**src/rtl/alu_pkg.sv**
```systemverilog
// alu_pkg: shared ALU encodings for the control side.
// Holds FunSel codes, flag bit positions, condition codes, the sequencer
// state type and the latched-instruction record.
package alu_pkg;

   // ALU function select codes (bit 4 = 16-bit operation)
   localparam logic [4:0] FS_PASSA = 5'b10000;
   localparam logic [4:0] FS_ADD   = 5'b10100;
   localparam logic [4:0] FS_ADC   = 5'b10101;
   localparam logic [4:0] FS_AND   = 5'b10111;

   // Opcode that is allowed to form a double (two-pass) add
   localparam logic [3:0] OP_ADD = 4'b0100;

   // Bit positions inside the ALU flag vector {Z,C,N,O}
   localparam int FLG_Z = 3;
   localparam int FLG_C = 2;
   localparam int FLG_N = 1;
   localparam int FLG_O = 0;

   typedef enum logic [2:0] {
      COND_AL = 3'd0,
      COND_EQ = 3'd1,
      COND_NE = 3'd2,
      COND_CS = 3'd3,
      COND_CC = 3'd4,
      COND_MI = 3'd5,
      COND_PL = 3'd6,
      COND_VS = 3'd7
   } cond_e;

   typedef enum logic [2:0] {
      ST_IDLE    = 3'd0,
      ST_CHECK   = 3'd1,
      ST_EXEC_LO = 3'd2,
      ST_EXEC_HI = 3'd3,
      ST_DONE    = 3'd4
   } seq_state_e;

   typedef struct packed {
      logic [3:0] opcode;
      logic       wide;
      logic       dbl;
      cond_e      cond;
      logic       set_flags;
   } instr_t;

   // FunSel driven during the first (or only) execute cycle
   function automatic logic [4:0] exec_lo_funsel(input instr_t instr);
      return {instr.wide | instr.dbl, instr.opcode};
   endfunction

endpackage

```
**src/rtl/alu_cond_eval.sv**
```systemverilog
// alu_cond_eval: combinational condition-code check against ALU flags.
module alu_cond_eval
   import alu_pkg::*;
(
   input  logic [2:0] cond,
   input  logic [3:0] flags,
   output logic       pass
);

   // Decode the condition code into a single pass/fail bit
   always_comb begin
      // NOTE: default assignment first so no path through the case leaves pass unassigned (no latch).
      pass = 1'b1;
      case (cond_e'(cond))
         COND_AL: pass = 1'b1;
         COND_EQ: pass = flags[FLG_Z];
         COND_NE: pass = ~flags[FLG_Z];
         COND_CS: pass = flags[FLG_C];
         COND_CC: pass = ~flags[FLG_C];
         COND_MI: pass = flags[FLG_N];
         COND_PL: pass = ~flags[FLG_N];
         COND_VS: pass = flags[FLG_O];
         default: pass = 1'b1;
      endcase
   end

endmodule

```
**src/rtl/alu_op_sequencer.sv**
```systemverilog
// alu_op_sequencer: drives ALU FunSel/WF and register write strobe for one
// instruction at a time, including a two-pass 32-bit add (ADD then ADC).
// All outputs are registered and decoded from next state, so no
// combinational path exists from InstrValid to FunSel/WF.
// Optional macro ALUSEQ_PERF_EN adds saturating ExecCount/SkipCount outputs.
module alu_op_sequencer
   import alu_pkg::*;
#(
   parameter int unsigned ILLEGAL_TRAP = 1
`ifdef ALUSEQ_PERF_EN
   ,
   parameter int unsigned PERF_CNT_W   = 16
`endif
) (
   input  logic       Clock,
   input  logic       Reset,
   input  logic       InstrValid,
   output logic       InstrReady,
   input  logic [3:0] Opcode,
   input  logic       Wide,
   input  logic       Double,
   input  logic [2:0] Cond,
   input  logic       SetFlags,
   input  logic [3:0] FlagsIn,
   output logic [4:0] FunSel,
   output logic       WF,
   output logic       RegWE,
   output logic       HalfSel,
   output logic       Done,
   output logic       Skipped,
   output logic       Error
`ifdef ALUSEQ_PERF_EN
   ,
   output logic [PERF_CNT_W-1:0] ExecCount,
   output logic [PERF_CNT_W-1:0] SkipCount
`endif
);

   seq_state_e state_q, state_d;
   instr_t     instr_q, instr_d;
   logic       ready_q, ready_d;
   logic [4:0] funsel_q, funsel_d;
   logic       wf_q, wf_d;
   logic       regwe_q, regwe_d;
   logic       halfsel_q, halfsel_d;
   logic       done_q, done_d;
   logic       skipped_q, skipped_d;
   logic       error_q, error_d;

   logic       cond_pass;
   logic       illegal_dbl;

   alu_cond_eval u_cond_eval (
      .cond  (instr_q.cond),
      .flags (FlagsIn),
      .pass  (cond_pass)
   );

   // Only ADD may be split into ADD/ADC halves
   assign illegal_dbl = instr_q.dbl && (instr_q.opcode != OP_ADD);

   // Next-state and instruction-latch logic
   always_comb begin
      state_d   = state_q;
      instr_d   = instr_q;
      skipped_d = 1'b0;
      error_d   = 1'b0;
      case (state_q)
         ST_IDLE: begin
            if (InstrValid) begin
               instr_d = '{opcode:    Opcode,
                           wide:      Wide,
                           dbl:       Double,
                           cond:      cond_e'(Cond),
                           set_flags: SetFlags};
               state_d = ST_CHECK;
            end
         end
         ST_CHECK: begin
            if (illegal_dbl && (ILLEGAL_TRAP != 0)) begin
               error_d = 1'b1;
               state_d = ST_DONE;
            end else if (!cond_pass) begin
               skipped_d = 1'b1;
               state_d   = ST_DONE;
            end else begin
               // Untrapped illegal double degrades to a plain single op
               if (illegal_dbl) instr_d.dbl = 1'b0;
               state_d = ST_EXEC_LO;
            end
         end
         ST_EXEC_LO: state_d = instr_q.dbl ? ST_EXEC_HI : ST_DONE;
         ST_EXEC_HI: state_d = ST_DONE;
         ST_DONE:    state_d = ST_IDLE;
         default:    state_d = ST_IDLE;
      endcase
   end

   // Output decode from next state so outputs register alongside the state
   always_comb begin
      ready_d   = (state_d == ST_IDLE);
      done_d    = (state_d == ST_DONE);
      funsel_d  = FS_PASSA;
      wf_d      = 1'b0;
      regwe_d   = 1'b0;
      halfsel_d = 1'b0;
      case (state_d)
         ST_EXEC_LO: begin
            funsel_d = exec_lo_funsel(instr_d);
            wf_d     = instr_d.set_flags | instr_d.dbl;
            regwe_d  = 1'b1;
         end
         ST_EXEC_HI: begin
            // ADC consumes the carry the ALU registered at the end of EXEC_LO
            funsel_d  = FS_ADC;
            wf_d      = instr_d.set_flags;
            regwe_d   = 1'b1;
            halfsel_d = 1'b1;
         end
         default: ;
      endcase
   end

   // State, latched instruction and registered outputs
   always_ff @(posedge Clock) begin
      // NOTE: non-blocking assignments so every flop samples pre-edge values regardless of statement order.
      if (Reset) begin
         state_q   <= ST_IDLE;
         instr_q   <= '0;
         ready_q   <= 1'b1;
         funsel_q  <= FS_PASSA;
         wf_q      <= 1'b0;
         regwe_q   <= 1'b0;
         halfsel_q <= 1'b0;
         done_q    <= 1'b0;
         skipped_q <= 1'b0;
         error_q   <= 1'b0;
      end else begin
         state_q   <= state_d;
         instr_q   <= instr_d;
         ready_q   <= ready_d;
         funsel_q  <= funsel_d;
         wf_q      <= wf_d;
         regwe_q   <= regwe_d;
         halfsel_q <= halfsel_d;
         done_q    <= done_d;
         skipped_q <= skipped_d;
         error_q   <= error_d;
      end
   end

   assign InstrReady = ready_q;
   assign FunSel     = funsel_q;
   assign WF         = wf_q;
   assign RegWE      = regwe_q;
   assign HalfSel    = halfsel_q;
   assign Done       = done_q;
   assign Skipped    = skipped_q;
   assign Error      = error_q;

`ifdef ALUSEQ_PERF_EN
   logic [PERF_CNT_W-1:0] exec_cnt_q, exec_cnt_d;
   logic [PERF_CNT_W-1:0] skip_cnt_q, skip_cnt_d;
   localparam logic [PERF_CNT_W-1:0] CNT_ONE = {{(PERF_CNT_W-1){1'b0}}, 1'b1};

   // Saturating counters that step in the same cycle Done is raised
   always_comb begin
      exec_cnt_d = exec_cnt_q;
      skip_cnt_d = skip_cnt_q;
      if (done_d && !skipped_d && !error_d && (exec_cnt_q != '1))
         exec_cnt_d = exec_cnt_q + CNT_ONE;
      if (done_d && skipped_d && (skip_cnt_q != '1))
         skip_cnt_d = skip_cnt_q + CNT_ONE;
   end

   // Counter registers, cleared by Reset
   always_ff @(posedge Clock) begin
      if (Reset) begin
         exec_cnt_q <= '0;
         skip_cnt_q <= '0;
      end else begin
         exec_cnt_q <= exec_cnt_d;
         skip_cnt_q <= skip_cnt_d;
      end
   end

   assign ExecCount = exec_cnt_q;
   assign SkipCount = skip_cnt_q;
`endif

endmodule
```
**config.mk**
```make
export PLATFORM = sky130hd
export DESIGN_NAME = alu_op_sequencer
export DESIGN_NICKNAME = d
export VERILOG_FILES = /design/src/rtl/alu_pkg.sv /design/src/rtl/alu_cond_eval.sv /design/src/rtl/alu_op_sequencer.sv
export SDC_FILE = /design/constraint.sdc
export NUM_CORES = 1
export LEC_CHECK = 0
export CORE_MARGIN = 4
export CORE_UTILIZATION = 29
export CTS_BUF_LIST = sky130_fd_sc_hd__clkbuf_8 sky130_fd_sc_hd__clkbuf_16
export CTS_CLUSTER_SIZE = 30
export DETAILED_ROUTE_END_ITERATION = 6
export PLACE_DENSITY_LB_ADDON = 0.3
export SYNTH_ARGS = -nofsm -noshare
export SYNTH_HDL_FRONTEND = slang
export SYNTH_SLANG_ARGS = --single-unit
```
**constraint.sdc**
```tcl
create_clock -name Clock -period 2.1 [get_ports Clock]
set_input_delay 0.42 -clock Clock [delete_from_list [all_inputs] [get_ports Clock]]
set_output_delay 0.42 -clock Clock [all_outputs]
set_load 0.02 [all_outputs]
```
==> results of run 1 <==
[state kept, by name (all words and copies together), names as in the netlist]
signal and cells:
Done 1, Error 1, FunSel 5, HalfSel 1, InstrReady 1, RegWE 1
Skipped 1, WF 1, instr_q 10, state_q 3
[critical path, cell delays in order]
cell and delay, ns:
clkdlybuf4s50_1 0.40, mux2_4 0.29, a221oi_4 0.33, o211ai_4 0.10, or3_1 0.37
[cells by family (layout without fill, tap and decap cells)]
| logic type | after synthesis | after routing | synth area share |
|---|---|---|---|
| buffers and inverters | 6 | 37 | 0.0239 |
| AOI/OAI and AO/OA | 25 | 25 | 0.210 |
| and+or+nand+nor | 45 | 45 | 0.239 |
| muxes | 2 | 2 | 0.0251 |
| DFF | 25 | 25 | 0.503 |
[report_power, final]
group / switching [W] / internal, W / total, W
Sequential: 0.0000245 / 0.000500 / 0.000524
Clock: 0.000156 / 0.000135 / 0.000291
Combinational: 0.0000848 / 0.0000940 / 0.000179
Total: 0.000266 / 0.000728 / 0.000994
[metrics by stage]
stage | power (W) | area (um2) | utilization | std cells
3_3_place_gp | 0.000710 | 1340 | 0.403 | 176
6_report | 0.000994 | 1390 | 0.417 | 180
4_1_cts | 0.00100 | 1390 | 0.417 | 180
5_1_grt | 0.00104 | 1390 | 0.417 | 180
3_5_place_dp | 0.000715 | 1340 | 0.403 | 176
2_1_floorplan | 0.000637 | 996 | - | 103
[final cells by class]
cell class | instances | area [um2] | area share
clock buffer | 3 | 41.3 | 0.0296
clock inverter | 1 | 7.51 | 0.00539
inverter | 1 | 3.75 | 0.00270
multi-input combinational | 72 | 472 | 0.339
sequential | 25 | 500 | 0.359
tap | 46 | 57.6 | 0.0413
timing repair buffer | 32 | 310 | 0.223
[final timing paths]
| check | end | slack (ns) | cells after the start |
|---|---|---|---|
| setup / recovery | FunSel[4] | 0.34 | 5 |
| hold reg to reg | instr_q[0] | 0.46 | 2 |
| hold / removal | instr_q[0] | 0.46 | 2 |
| setup reg to reg | FunSel[4] | 0.43 | 4 |
[Yosys cell counts, drive strengths merged]
| cell type | count |
|---|---|
| dfxtp | 25 |
| nand2 | 22 |
| a21oi | 14 |
| a211oi | 4 |
| clkbuf | 4 |
| nor2 | 4 |
| nor3 | 4 |
| a311oi | 2 |
| nor2b | 2 |
| nor4b | 2 |
| or3 | 2 |
| a221oi | 1 |
| and2 | 1 |
| and2b | 1 |
| buf | 1 |
| inv | 1 |
| mux2 | 1 |
| mux2i | 1 |
| nand2b | 1 |
| nand3b | 1 |
| nand4bb | 1 |
| nor3b | 1 |
| o211ai | 1 |
| o21a | 1 |
| o2bb2ai | 1 |
| o41ai | 1 |
| or2 | 1 |
| or3b | 1 |
| or4b | 1 |
[layer usage]
layer  part of all wire  track usage  up-vias
li1                   -            -      423
met1               0.44        0.129      394
met2               0.47        0.186       20
met3              0.053       0.0270        5
met4              0.031       0.0685        0
met5                  0            0        -
==> qor.csv, run 1 <==
stage,metric,value,unit
clocking,CTS Buf Count,3,
final_layout,fillers,360,
sta,Worst Tran Pin Value,0.447,ns
synth,Yosys top cell area share,0.503,
floorplanning,die height,66.6,um
clocking,H-Tree Depth,1,
sta,Setup Skew,0.00471,ns
clocking,post_cts resized,0,
sta,max_slew headroom,0.701,
clocking,CTS Hold Bufs,0,
global_routing,global route overflow,0,
synth,Mapped Nets,120,
clocking,Num Clock Sinks,25,
synth,Synth area leaders,"dfxtp_1 50%, nand2_1 8.3%, a21oi_1 7.0%",
final_layout,fraction of layout cells with a size suffix above 1,0.104,
placement,hpwl dp,1610,um
floorplanning,Ports,29,
sta,number of hold violations in the final report,0,
global_routing,largest net degree at the start of global routing,18,
sta,Tcrit/Tclk final,0.839,
worst_hold_path,hold wc startpoint,instr_q[0],
routing,Vias/cell,4.68,
sta,f_max,568,MHz
clocking,root buf cell,clkbuf_8,
clocking,setup bufs post-CTS,0,
clocking,clock slew seen by the registers of the worst setup and hold paths,0.09,ns
final_layout,antenna cells,0,
placement,pre-CTS setup slack,0.0455,ns
status,outcome,completed,
sta,unrepaired setup endpoints after global routing,no,
sta,post-layout min period,1.76,ns
routing,post-route ant nets,0,
routing,first drt pass iteration count,4,
sta,hold_ws,0.457,ns
floorplanning,Die Wd,66.6,um
global_routing,vias in the first global route,857,
synth,yosys warns,0,
worst_hold_path,Hold/Removal Path Class,flop to flop,
worst_setup_path,CP Capture Type,flop,
global_routing,GRT Overall Usage,0.112,
routing,via count,842,
worst_setup_path,Max Fanout on Critical Path,2,
worst_setup_path,RR Startpoint,instr_q[3],
run,max-cap violations,0,
sta,# setup viols final,0,
routing,DRC Markers,0,
power,power density cells,714,mW/mm2
worst_setup_path,Worst Setup Path Type,input port to flop,
synth,Yosys reg bits,25,
synth,cells after synthesis,103,
global_routing,first-pass GRT wire length,3800,um
power,Peak VDD IR,0.200,mV
floorplanning,core area,0.00334,mm2
routing,wire per inst,12.2,um
placement,Port Buffers,28,
worst_setup_path,startpoint types,input port,
global_routing,antenna violations before repair,0,
floorplanning,Initial Util,0.298,
worst_setup_path,Setup crit start,FlagsIn[3],
power,static leakage,0.481,nW
worst_setup_path,Worst EP arrival,1.92,ns
synth,"Avg Cell Area, Syn",9.67,um2
final_layout,Synth-to-Final Area Change,39.8,%
synth,post-synthesis sequential area ratio,0.503,
sta,setup_tns,0,ns
clocking,clock insertion delay at the later pin of the skew report,0.27,ns
routing,initial drt markers,26,
final_layout,"commonest non-fill, non-tap cell in the layout",clkdlybuf4s50_1,
clocking,CTS tree,done,
placement,RD Place Congestion,0.763,
sta,final setup margin,0.338,ns
worst_setup_path,Worst EP required,2.26,ns
clocking,clk buf depth,2,
final_layout,most frequent cells in the layout,"28 x clkdlybuf4s50_1, 25 x dfxtp_1, 22 x nand2_1",
floorplanning,die area,0.00444,mm2
routing,drt total wl,2190,um
sta,Final Max Slew Viols,0,
synth,unique cell type count in the Yosys netlist,30,
floorplanning,Placement Rows,21,
synth,Synth area leader,dfxtp_1,
final_layout,nets@finish,152,
synth,"Cell Area, Synth",996,um2
(Power assumes the default switching activity.)
==> run 2, diff against run 1 <==
- clock period: 2.1 -> 1.6 ns (I/O delays scaled with it)
==> run 2 against run 1 <==
Clock power grew 26%. Combinational power up 58%. Setup slack got worse by 0.30 ns. Power up 34%. Sequential share of layout area shrank 2.5 points.
==> qor.csv, run 2 (same netlist as run 1, synthesis figures left out) <==
stage,metric,value,unit
status,outcome,completed,
final_layout,fraction of layout cells with a size suffix above 1,0.214,
floorplanning,Placement Rows,21,
sta,Tcrit/Tclk final,0.978,
sta,f_max,639,MHz
worst_hold_path,hold path cells,2,
worst_setup_path,Setup crit start,instr_q[3],
worst_setup_path,Worst Path Buf+Inv,0,
routing,wire per inst,11.8,um
placement,placed cell area,0.00143,mm2
final_layout,Largest Register,instr_q,
run,max-cap violations,0,
clocking,CTS tree,done,
final_layout,nets@finish,163,
final_layout,"commonest non-fill, non-tap cell in the layout",clkdlybuf4s50_1,
sta,unrepaired setup endpoints after global routing,yes,
worst_setup_path,Max Fanout on Critical Path,2,
global_routing,GR Layer Usage met3,0.0270,
sta,final setup margin,0.0357,ns
routing,post-route ant nets,0,
power,Peak VDD IR,0.289,mV
global_routing,Top Usage Layer GRT,met2,
placement,RD Place Congestion,0.746,
final_layout,Synth-to-Final Area Change,50.8,%
clocking,clock insertion delay at the later pin of the skew report,0.27,ns
sta,hold_ws,0.460,ns
global_routing,vias in the first global route,864,
final_layout,most frequent cells in the layout,"25 x clkdlybuf4s50_1, 24 x dfxtp_1, 22 x nand2_1",
routing,DRC Markers,0,
global_routing,routing usage on met1,0.132,
routing,initial drt markers,33,
worst_setup_path,Worst EP required,1.76,ns
sta,Worst Tran Pin Value,0.464,ns
floorplanning,Die Wd,66.6,um
clocking,clk buf depth,2,
final_layout,antenna cells,0,
worst_setup_path,FF-to-FF path depth,4,
worst_setup_path,Worst Setup Path Type,flop to flop,
global_routing,Global Route met2 Usage,0.193,
worst_setup_path,crit-path cells,mux2_4 -> a221oi_4 -> o211ai_4 -> or3_1,
clocking,CTS Buf Count,3,
sta,setup_tns,0,ns
global_routing,first-pass GRT wire length,3780,um
worst_setup_path,max incr delay on CP,0.35,ns
worst_hold_path,Hold/Removal Path Class,flop to flop,
floorplanning,die area,0.00444,mm2
clocking,Num Clock Sinks,25,
sta,Setup Skew,0.00230,ns
sta,# setup viols final,0,
final_layout,number of flip-flops in the largest register,10,
worst_hold_path,hold wc startpoint,instr_q[5],
clocking,clock slew seen by the registers of the worst setup and hold paths,0.08,ns
sta,post-layout min period,1.56,ns
sta,number of hold violations in the final report,0,
worst_setup_path,startpoint types,flop,
placement,pre-CTS setup slack,-0.392,ns
placement,Port Buffers,28,
floorplanning,die height,66.6,um
power,power density cells,885,mW/mm2
routing,via count,866,
placement,hpwl dp,1710,um
global_routing,GRT Overall Usage,0.113,
global_routing,global route overflow,0,
floorplanning,core area,0.00334,mm2
worst_setup_path,Worst EP arrival,1.72,ns
worst_setup_path,worst-path cell with the longest stage delay,a221oi_4,
sta,Final Max Slew Viols,0,
worst_hold_path,hold path endpoint,instr_q[5],
floorplanning,Ports,29,
worst_setup_path,RR Startpoint,instr_q[3],
worst_setup_path,CP Capture Type,flop,
global_routing,antenna violations before repair,0,
final_layout,Util after Layout,0.450,
worst_setup_path,Worst R2R End,FunSel[4],
routing,drt total wl,2260,um
final_layout,final instance area,0.00150,mm2
clocking,H-Tree Depth,1,
clocking,root buf cell,clkbuf_8,
worst_setup_path,"delay-heaviest family, CP",compound AO/OA/AOI/OAI gates,
sta,max_slew headroom,0.690,
routing,Vias/cell,4.53,
power,static leakage,0.552,nW
routing,first drt pass iteration count,6,
floorplanning,Initial Util,0.298,
worst_setup_path,Worst R2R Setup Slack,0.04,ns
global_routing,largest net degree at the start of global routing,14,
## run 2: report_power, final
| part | switching [W] | internal, W |
|---|---|---|
| registers | 0.0000233 | 0.000656 |
| clock network | 0.000195 | 0.000172 |
| logic | 0.000132 | 0.000150 |
| total | 0.000350 | 0.000978 |
## run 2: worst register-to-register path: cells and delay by family (launching register included)
kind / cells / cell delay [ns]
DFF: 1 / 0.34
and+or+nand+nor: 1 / 0.32
AOI/OAI and AO/OA: 2 / 0.48
muxes: 1 / 0.32
## run 2: metrics by stage
stage / std cells / total power [W]
final: 191 / 0.00133
after global placement: 187 / 0.000963
after global routing: 191 / 0.00139
after floorplan: 103 / 0.000836
after detailed placement: 187 / 0.000968
after CTS: 191 / 0.00134
## run 2: worst max path at each step
stage                 to  depth (start not counted)
6_report       FunSel[4]                          4
5_1_grt        FunSel[4]                          4
2_1_floorplan  FunSel[4]                          4
4_1_cts        FunSel[4]                          4
3_3_place_gp   FunSel[0]                          6
3_5_place_dp          WF                          6
## run 2: final cells by class
type	count	area [um2]
fillers	340	1840
clock buffers	3	41.3
inverters	1	3.75
repair buffers	43	393
well taps	46	57.6
flip-flops and latches	25	502
clock inverters	1	3.75
multi-input cells	72	500
## run 2: what timing repair did
item,4_1_cts,5_1_grt
pin swaps,3,2
hold buffers,0,0
setup endpoints to repair,7,4
gates resized for setup,8,2
setup buffers,0,0
## run 2: per-layer routing
layer	part of all wire	wire [um]
met1	0.45	1020
met2	0.49	1100
met3	0.048	108
met4	0.012	27
met5	0	0
==> run 3, diff against run 2 <==
- CORE_MARGIN: 4 -> not set
- TNS_END_PERCENT: not set -> 100
==> run 3 against run 2 <==
Setup slack worse by 0.012 ns. Non-clock buffer count unchanged. Worst hold slack gained 0.0073 ns. Register-to-register slack barely moved. Cell count down 1.0%. Fmax decreased by 0.73%. Count of clock-buffer cells in the layout is the same. Routed wire length down 5.5%. Cell area about the same. Sequential share of layout area up 0.11 points. Sequential power barely moved. Clock skew up 0.0011 ns. Critical path type unchanged.
==> qor.csv, run 3 (same netlist as run 1, synthesis figures left out) <==
stage,metric,value,unit
clocking,clk buf depth,2,
clocking,clock slew seen by the registers of the worst setup and hold paths,0.08,ns
worst_setup_path,startpoint types,flop,
sta,Worst Tran Pin Value,0.380,ns
clocking,root buf cell,clkbuf_8,
status,outcome,completed,
worst_setup_path,Worst EP required,1.74,ns
power,static leakage,0.551,nW
power,power density cells,875,mW/mm2
clocking,CTS tree,done,
final_layout,Largest Register,instr_q,
sta,# setup viols final,0,
clocking,CTS Hold Bufs,0,
clocking,clock insertion delay at the later pin of the skew report,0.26,ns
placement,Port Buffers,28,
sta,Setup Skew,0.00337,ns
sta,f_max,635,MHz
power,Total Power,0.00131,W
routing,wire per inst,11.3,um
worst_setup_path,max incr delay on CP,0.35,ns
routing,DRC Markers,0,
routing,drt total wl,2130,um
sta,unrepaired setup endpoints after global routing,yes,
worst_setup_path,CP Capture Type,flop,
worst_setup_path,Max Fanout on Critical Path,2,
routing,initial drt markers,8,
sta,Final Max Slew Viols,0,
worst_setup_path,Worst Setup Path Type,flop to flop,
clocking,Num Clock Sinks,25,
global_routing,vias in the first global route,794,
routing,post-route ant nets,0,
run,max-cap violations,0,
floorplanning,core area,0.00315,mm2
floorplanning,die area,0.00367,mm2
floorplanning,Placement Rows,20,
final_layout,antenna cells,0,
floorplanning,Die Wd,60.6,um
global_routing,largest net degree at the start of global routing,14,
sta,post-layout min period,1.58,ns
placement,pre-CTS setup slack,-0.337,ns
routing,via count,881,
placement,RD Place Congestion,0.776,
sta,number of hold violations in the final report,0,
sta,max_slew headroom,0.745,
final_layout,fraction of layout cells with a size suffix above 1,0.221,
final_layout,nets@finish,163,
final_layout,Synth-to-Final Area Change,50.6,%
global_routing,GRT Overall Usage,0.130,
global_routing,first-pass GRT wire length,3480,um
sta,final setup margin,0.0242,ns
floorplanning,Ports,29,
clocking,CTS Buf Count,3,
worst_setup_path,Worst EP arrival,1.72,ns
clocking,H-Tree Depth,1,
final_layout,most frequent cells in the layout,"25 x clkdlybuf4s50_1, 23 x dfxtp_1, 22 x nand2_1",
floorplanning,die height,60.6,um
global_routing,global route overflow,0,
routing,first drt pass iteration count,3,
worst_hold_path,Hold/Removal Path Class,flop to flop,
global_routing,antenna violations before repair,0,
power,Peak VDD IR,0.530,mV
worst_setup_path,worst-path cell with the longest stage delay,dfxtp_2,
worst_setup_path,crit-path cells,mux2_4 -> a221oi_4 -> o211ai_4 -> or3_1,
final_layout,number of flip-flops in the largest register,10,
routing,Vias/cell,4.66,
placement,hpwl dp,1660,um
sta,Tcrit/Tclk final,0.985,
floorplanning,Initial Util,0.316,
final_layout,"commonest non-fill, non-tap cell in the layout",clkdlybuf4s50_1,
## run 3: what timing repair did
action                     in CTS  in global routing
gates resized for setup         6                  5
hold endpoints to repair        0                  0
buffers inserted                0                  0
setup endpoints to repair       7                  2
pin swaps                       4                  2
## run 3: per-stage QoR
stage | std cells | TNS [ns] | cell area [um2] | hold WS (ns) | utilization
finish | 189 | 0 | 1500 | 0.467 | 0.476
global route | 189 | -0.0341 | 1500 | 0.482 | 0.476
CTS | 189 | 0 | 1480 | 0.467 | 0.469
detailed placement | 185 | -4.22 | 1430 | 0.455 | 0.452
global placement | 185 | -3.99 | 1430 | 0.444 | 0.452
floorplan | 103 | 0 | 997 | 0.397 | -
## run 3: final cells by class
type	count	area (um2)
Inverter	1	3.75
Fill cell	319	1650
Timing Repair Buffer	43	393
Sequential cell	25	503
Tap cell	44	55.1
Clock inverter	1	3.75
Multi-Input combinational cell	72	500
Clock buffer	3	41.3
## run 3: final timing paths
check / startpoint / to / slack [ns] / cells past startpoint
setup / recovery: instr_q[3] / FunSel[4] / 0.02 / 4
hold / removal: instr_q[0] / instr_q[0] / 0.47 / 2
setup reg to reg: instr_q[3] / FunSel[4] / 0.02 / 4
hold reg to reg: instr_q[0] / instr_q[0] / 0.47 / 2
## run 3: power by group
part	switching (W)	internal, W	total (W)	leakage, nW
Combinational	0.000130	0.000149	0.000279	0.319
Sequential	0.0000256	0.000657	0.000682	0.205
Clock	0.000179	0.000171	0.000351	0.0269
Total	0.000335	0.000977	0.00131	0.551
## run 3: per-layer routing
layer	up-vias	wire length, um	global-route usage
met5	-	0	0
met4	0	22	0.0390
met3	5	102	0.0405
met2	22	1030	0.228
met1	407	979	0.151
li1	447	-	-
## run 3: worst max-delay path, delay by kind of cell (launching register included)
family | cells | cell delay, ns
muxes | 1 | 0.32
and+or+nand+nor | 1 | 0.33
AOI/OAI and AO/OA | 2 | 0.46
DFF | 1 | 0.35
